[src/rtl/multiplier_seq_32bit.sv]
// Sequential 32x32 -> 64-bit shift-add multiplier with per-operand signedness.
// One radix-2 iteration per clock on operand magnitudes, fixed 32 iterations,
// sign applied once at the end.
//
// Result handshake: o_valid rises when o_prod holds a new product and stays
// high, with o_prod stable, until a rising edge where i_ready=1; that edge
// consumes the result and returns the block to IDLE. i_start is only looked
// at in IDLE, so a start presented on the consuming edge is not taken.
module multiplier_seq_32bit (
  input  logic        i_clk,
  input  logic        i_reset,
  input  logic        i_start,
  input  logic [31:0] i_a,
  input  logic [31:0] i_b,
  input  logic        i_a_signed,
  input  logic        i_b_signed,
  input  logic        i_ready,
  output logic [63:0] o_prod,
  output logic        o_valid,
  output logic        o_busy,
  output logic [1:0]  o_dbg_state
);

  typedef enum logic [1:0] {
    S_IDLE = 2'd0,
    S_BUSY = 2'd1,
    S_DONE = 2'd2
  } state_t;

  state_t      state_q, state_d;
  logic [63:0] mcand_q, mcand_d;   // multiplicand magnitude, shifted left each iteration
  logic [31:0] mplier_q, mplier_d; // multiplier magnitude, shifted right each iteration
  logic [63:0] acc_q, acc_d;
  logic [4:0]  cnt_q, cnt_d;
  logic        sign_q, sign_d;
  logic [63:0] prod_q, prod_d;
  logic        valid_q, valid_d;
  logic        busy_q, busy_d;

  // Operand conditioning: negative signed operands become their magnitude.
  // 0x80000000 negates to itself, which is the correct unsigned magnitude.
  logic        a_neg, b_neg;
  logic [31:0] a_mag, b_mag;
  logic [63:0] acc_sum;
  logic [63:0] final_prod;

  assign a_neg      = i_a_signed & i_a[31];
  assign b_neg      = i_b_signed & i_b[31];
  assign a_mag      = a_neg ? (32'd0 - i_a) : i_a;
  assign b_mag      = b_neg ? (32'd0 - i_b) : i_b;
  assign acc_sum    = acc_q + (mplier_q[0] ? mcand_q : 64'd0);
  assign final_prod = sign_q ? (64'd0 - acc_sum) : acc_sum;

  // Next-state and datapath update for IDLE / BUSY / DONE.
  always_comb begin
    state_d  = state_q;
    mcand_d  = mcand_q;
    mplier_d = mplier_q;
    acc_d    = acc_q;
    cnt_d    = cnt_q;
    sign_d   = sign_q;
    prod_d   = prod_q;
    valid_d  = valid_q;
    case (state_q)
      S_IDLE: begin
        if (i_start) begin
          mcand_d  = {32'd0, a_mag};
          mplier_d = b_mag;
          sign_d   = a_neg ^ b_neg;
          acc_d    = 64'd0;
          cnt_d    = 5'd0;
          state_d  = S_BUSY;
        end
      end
      S_BUSY: begin
        acc_d    = acc_sum;
        mcand_d  = mcand_q << 1;
        mplier_d = mplier_q >> 1;
        cnt_d    = cnt_q + 5'd1;
        // The 32nd iteration folds straight into the output register.
        if (cnt_q == 5'd31) begin
          prod_d  = final_prod;
          valid_d = 1'b1;
          state_d = S_DONE;
        end
      end
      S_DONE: begin
        if (i_ready) begin
          valid_d = 1'b0;
          state_d = S_IDLE;
        end
      end
      default: begin
        state_d = S_IDLE;
      end
    endcase
    busy_d = (state_d != S_IDLE);
  end

  // State and output registers; reset aborts any operation in flight.
  always_ff @(posedge i_clk or posedge i_reset) begin
    if (i_reset) begin
      state_q  <= S_IDLE;
      mcand_q  <= 64'd0;
      mplier_q <= 32'd0;
      acc_q    <= 64'd0;
      cnt_q    <= 5'd0;
      sign_q   <= 1'b0;
      prod_q   <= 64'd0;
      valid_q  <= 1'b0;
      busy_q   <= 1'b0;
    end else begin
      state_q  <= state_d;
      mcand_q  <= mcand_d;
      mplier_q <= mplier_d;
      acc_q    <= acc_d;
      cnt_q    <= cnt_d;
      sign_q   <= sign_d;
      prod_q   <= prod_d;
      valid_q  <= valid_d;
      busy_q   <= busy_d;
    end
  end

  assign o_prod      = prod_q;
  assign o_valid     = valid_q;
  assign o_busy      = busy_q;
  assign o_dbg_state = state_q;

endmodule

[config.mk]
export PLATFORM = sky130hd
export DESIGN_NAME = multiplier_seq_32bit
export DESIGN_NICKNAME = d
export VERILOG_FILES = /design/src/rtl/multiplier_seq_32bit.sv
export SDC_FILE = /design/constraint.sdc
export NUM_CORES = 1
export LEC_CHECK = 0
export BUFFER_PORTS_ARGS = -buffer_cell sky130_fd_sc_hd__clkbuf_2
export CORE_UTILIZATION = 50
export DETAILED_ROUTE_END_ITERATION = 7
export GPL_ROUTABILITY_DRIVEN = 0
export PLACE_DENSITY = 0.68
export SYNTH_ARGS = -nofsm -noshare
export SYNTH_HDL_FRONTEND = slang
export SYNTH_SLANG_ARGS = --single-unit
[constraint.sdc]
create_clock -name i_clk -period 10 [get_ports i_clk]
set_clock_uncertainty 0.05 [all_clocks]
set_input_delay 3 -clock i_clk [delete_from_list [all_inputs] [get_ports i_clk]]
set_output_delay 3 -clock i_clk [all_outputs]
set_load 0.05 [all_outputs]
==> impl_results.md <==
* Synthesis Warnings at 0
* Mean area per synthesized cell at approximately 8.5 sq um
* Worst reg2reg setup slack at approximately 4 ns
* Final ANT Viol Nets at 0
* Wire per inst at 19.61 um
* Final Util at 56.15%
* Layout cell share with drive strength beyond 1 at about 13%
* Maximum vdd drop at 0.1682 mV
* Flop and latch count out of synthesis at 234
* Hold WC Path Type: register to register
* Critical path peak fanout at 65
* Pin count of the biggest net entering global routing at 151
* Pwr Density at 289.7 nW/um^2
* Final worst path period need at 5.955 ns
* Total grt overflow at 0
* Slew Limit Fails at 0
* Total power at 5.496 mW
* Netlist cell types at 98
* Syn Nets at between 2000 and 2500
* Vias in the first global route at about 15000
* Outcome: completed
* Seq/Total Area, Yosys at between 30% and 40%
* Drt first pass iters at 5
* Full die area at 35260 sq um
* Worst-Skew Late Latency at 0.56 ns
* Fraction of registers with async set/reset at 100.0%
* CP Launch Type: register
* Worst hold slack at 0.4239 ns
* Dpl hpwl at around 37 mm
* Top_reg_cell synth: dfrtp_1
* Total track usage at 27.69%
* Initial DRC Count at roughly 1500
* # setup viols final at 0
* Synth Instances at 2020
* Layout area overhead at 9.942%
* Chip width at around 190 um
* Placed cells at around 2500
* # fillers at 3108
* Fin. Hold Viols at 0
* CP Class: register to register
* Fin crit share at 59.55%
* Initial antenna violation count at 0
* CP endpoint kind: register
* Setup_tns at 0 ns
* Clock Pin Slew Worst Setup and Hold Paths at 0.06 ns
* Die Y at 187.8 um
* Setup repair bufs after CTS at 0
* Crit-path cells: and2_1, ha_1, nand4_1, a2111oi_2, nand2_1, a211oi_1, nor2_1, xor2_1, nand4_2, or4_1, nor4b_2, mux2i_1, nand2_1
* Via/cell ratio at 6.362
* # DRC at 0
* Via Count at 16167
* Slew headroom at about a quarter
* Leakage power at between 8 and 9 nW
* Critical Path AT at 6.34 ns
* Global-route wire length before repair at 79.49 mm
* CTS sink cnt at 234
* CTS root buf: clkbuf_16
* Num ports at approximately 140
* Synthesized area at 17250 sq um
* Placeable Area at 33780 sq um
* Least-Margin Pin Slew at 1.142 ns
* H-tree depth at 1
* Clock buffer depth at 3
* Post-layout net count at 2212
* Final WL at 49.84 mm
* EDFF count, synth at 0
* Initial Util at 51.07%
* Max incr delay on CP at 0.95 ns
* Layout Cells excl Fill at 2541
* Peak Freq at 167.9 MHz
* Post-CTS sizing at 0
* Crit-path slowest cell: dfrtp_2
* Hold Buf Count CTS at 0
* RSZ-0062 raised after global routing: false
* Cell mode on critical path: nand2_1
* Rows at 67
* Port Buffers at 137
* CP Data Required Time at ~10 ns
* Number of diodes at 0
* Total CTS buffers at 26
* Max-cap violations at 0
* TritonCTS clock tree: yes
-- per-layer routing --
metal	global-route usage (%)	share of wire, %	wire length [um]
met1	41.52	46	22920
met4	8.318	2.7	1364
met3	4.716	9.9	4937
met2	40.46	41	20620
met5	0	0	0
-- report_power, final --
group	leakage [nW]	total [mW]	internal, mW	switching, mW
Clock	0.424	0.980	0.573	0.406
Combinational	4.72	2.91	0.992	1.91
Sequential	3.05	1.61	1.32	0.290
-- metrics by stage --
step | worst slack [ns] | instance area [sq um]
floorplan | 0.5320 | 17250
global placement | 4.277 | 18110
detailed placement | 4.184 | 18110
CTS | 4.205 | 18970
global route | 3.742 | 18970
finish | 4.045 | 18970
-- kinds of logic (layout without fill, tap and decap cells) --
logic type,after synthesis,after routing,synth area share (%)
DFF,234,234,33.94
AOI/OAI and AO/OA,736,736,29.43
buffers and inverters,152,225,3.836
xor gates and xnor gates,152,152,7.759
muxes,12,12,0.7107
and+or+nand+nor,665,665,19.27
adders and majority gates,69,69,5.047
-- state kept, by name, summed over array words and instances, names as in the netlist --
register,cells
acc_q,64
mplier_q,32
mcand_q,64
o_valid,1
o_busy,1
cnt_q,5
o_prod,64
sign_q,1
o_dbg_state,2
-- synthesized netlist by cell type (17+ instances only) --
cell type  count  area (sq um)
a21o_1        22         165.2
a21oi_1      110         550.5
a22o_1        82         718.2
a22oi_1       59         442.9
and2_1        87         544.3
clkbuf_1      96         360.4
dfrtp_1      234          5856
ha_1          68         850.8
inv_1         25         93.84
nand2_1      225         844.6
nand3_1       21         105.1
nand4_1       47         294.0
nor2_1       126         473.0
nor3_1        36         180.2
nor4_1        18         112.6
o211ai_1      17         127.6
o21a_1        23         172.7
o21ai_0      206          1031
o21ai_1       30         150.1
o31ai_1       30         225.2
or3_1         22         137.6
xnor2_1       69         604.3
xor2_1        82         718.2
-- layout make-up --
class                   count  area (sq um)  area share [%]
inverters                  26         105.1          0.5541
clock buffers              35         704.4           3.713
multi-input cells        1634         10770           56.76
repair buffers            151         815.8           4.301
clock inverters            13         157.7          0.8311
well taps                 448         560.5           2.955
flip-flops and latches    234          5858           30.88
-- critical path, delay by kind of cell, from the launching register on --
| kind | cells | cell delay (ns) |
|---|---|---|
| AO/OA/AOI/OAI | 2 | 1.20 |
| XOR/XNOR | 1 | 0.38 |
| adder cells (fa/ha/maj) | 1 | 0.25 |
| flip-flops | 1 | 0.95 |
| multiplexers | 1 | 0.26 |
| AND/OR/NAND/NOR | 8 | 2.68 |
-- worst paths after layout --
| path | startpoint | end | depth (start not counted) |
|---|---|---|---|
| setup / recovery | mplier_q[0] | o_prod[63] | 13 |
| setup reg to reg | mplier_q[0] | o_prod[63] | 13 |
| max in group asynchronous | i_reset | o_prod[25] | 3 |
| hold reg to reg | o_prod[25] | o_prod[25] | 2 |
| hold / removal | o_prod[25] | o_prod[25] | 2 |
| min in group asynchronous | i_reset | mplier_q[30] | 2 |
-- layout by cell type (no fill, tap or decap), drive strengths merged, types with 15 or more instances in the layout --
| cell | Yosys | layout |
|---|---|---|
| nor4 | 19 | 19 |
| a22o | 82 | 82 |
| and2 | 87 | 87 |
| ha | 68 | 68 |
| xor2 | 83 | 83 |
| nand2 | 225 | 225 |
| a21o | 22 | 22 |
| o31ai | 31 | 31 |
| nand3 | 21 | 21 |
| clkbuf | 96 | 172 |
| nand4 | 49 | 49 |
| xnor2 | 69 | 69 |
| a21oi | 121 | 121 |
| nor2 | 126 | 126 |
| o21ai | 241 | 241 |
| o41ai | 18 | 18 |
| o21a | 23 | 23 |
| inv | 25 | 26 |
| nor3 | 37 | 37 |
| a211oi | 15 | 15 |
| or3 | 22 | 22 |
| o211ai | 19 | 19 |
| a22oi | 59 | 59 |
| dfrtp | 234 | 234 |
No activity file was read; power rests on OpenSTA's default activity.
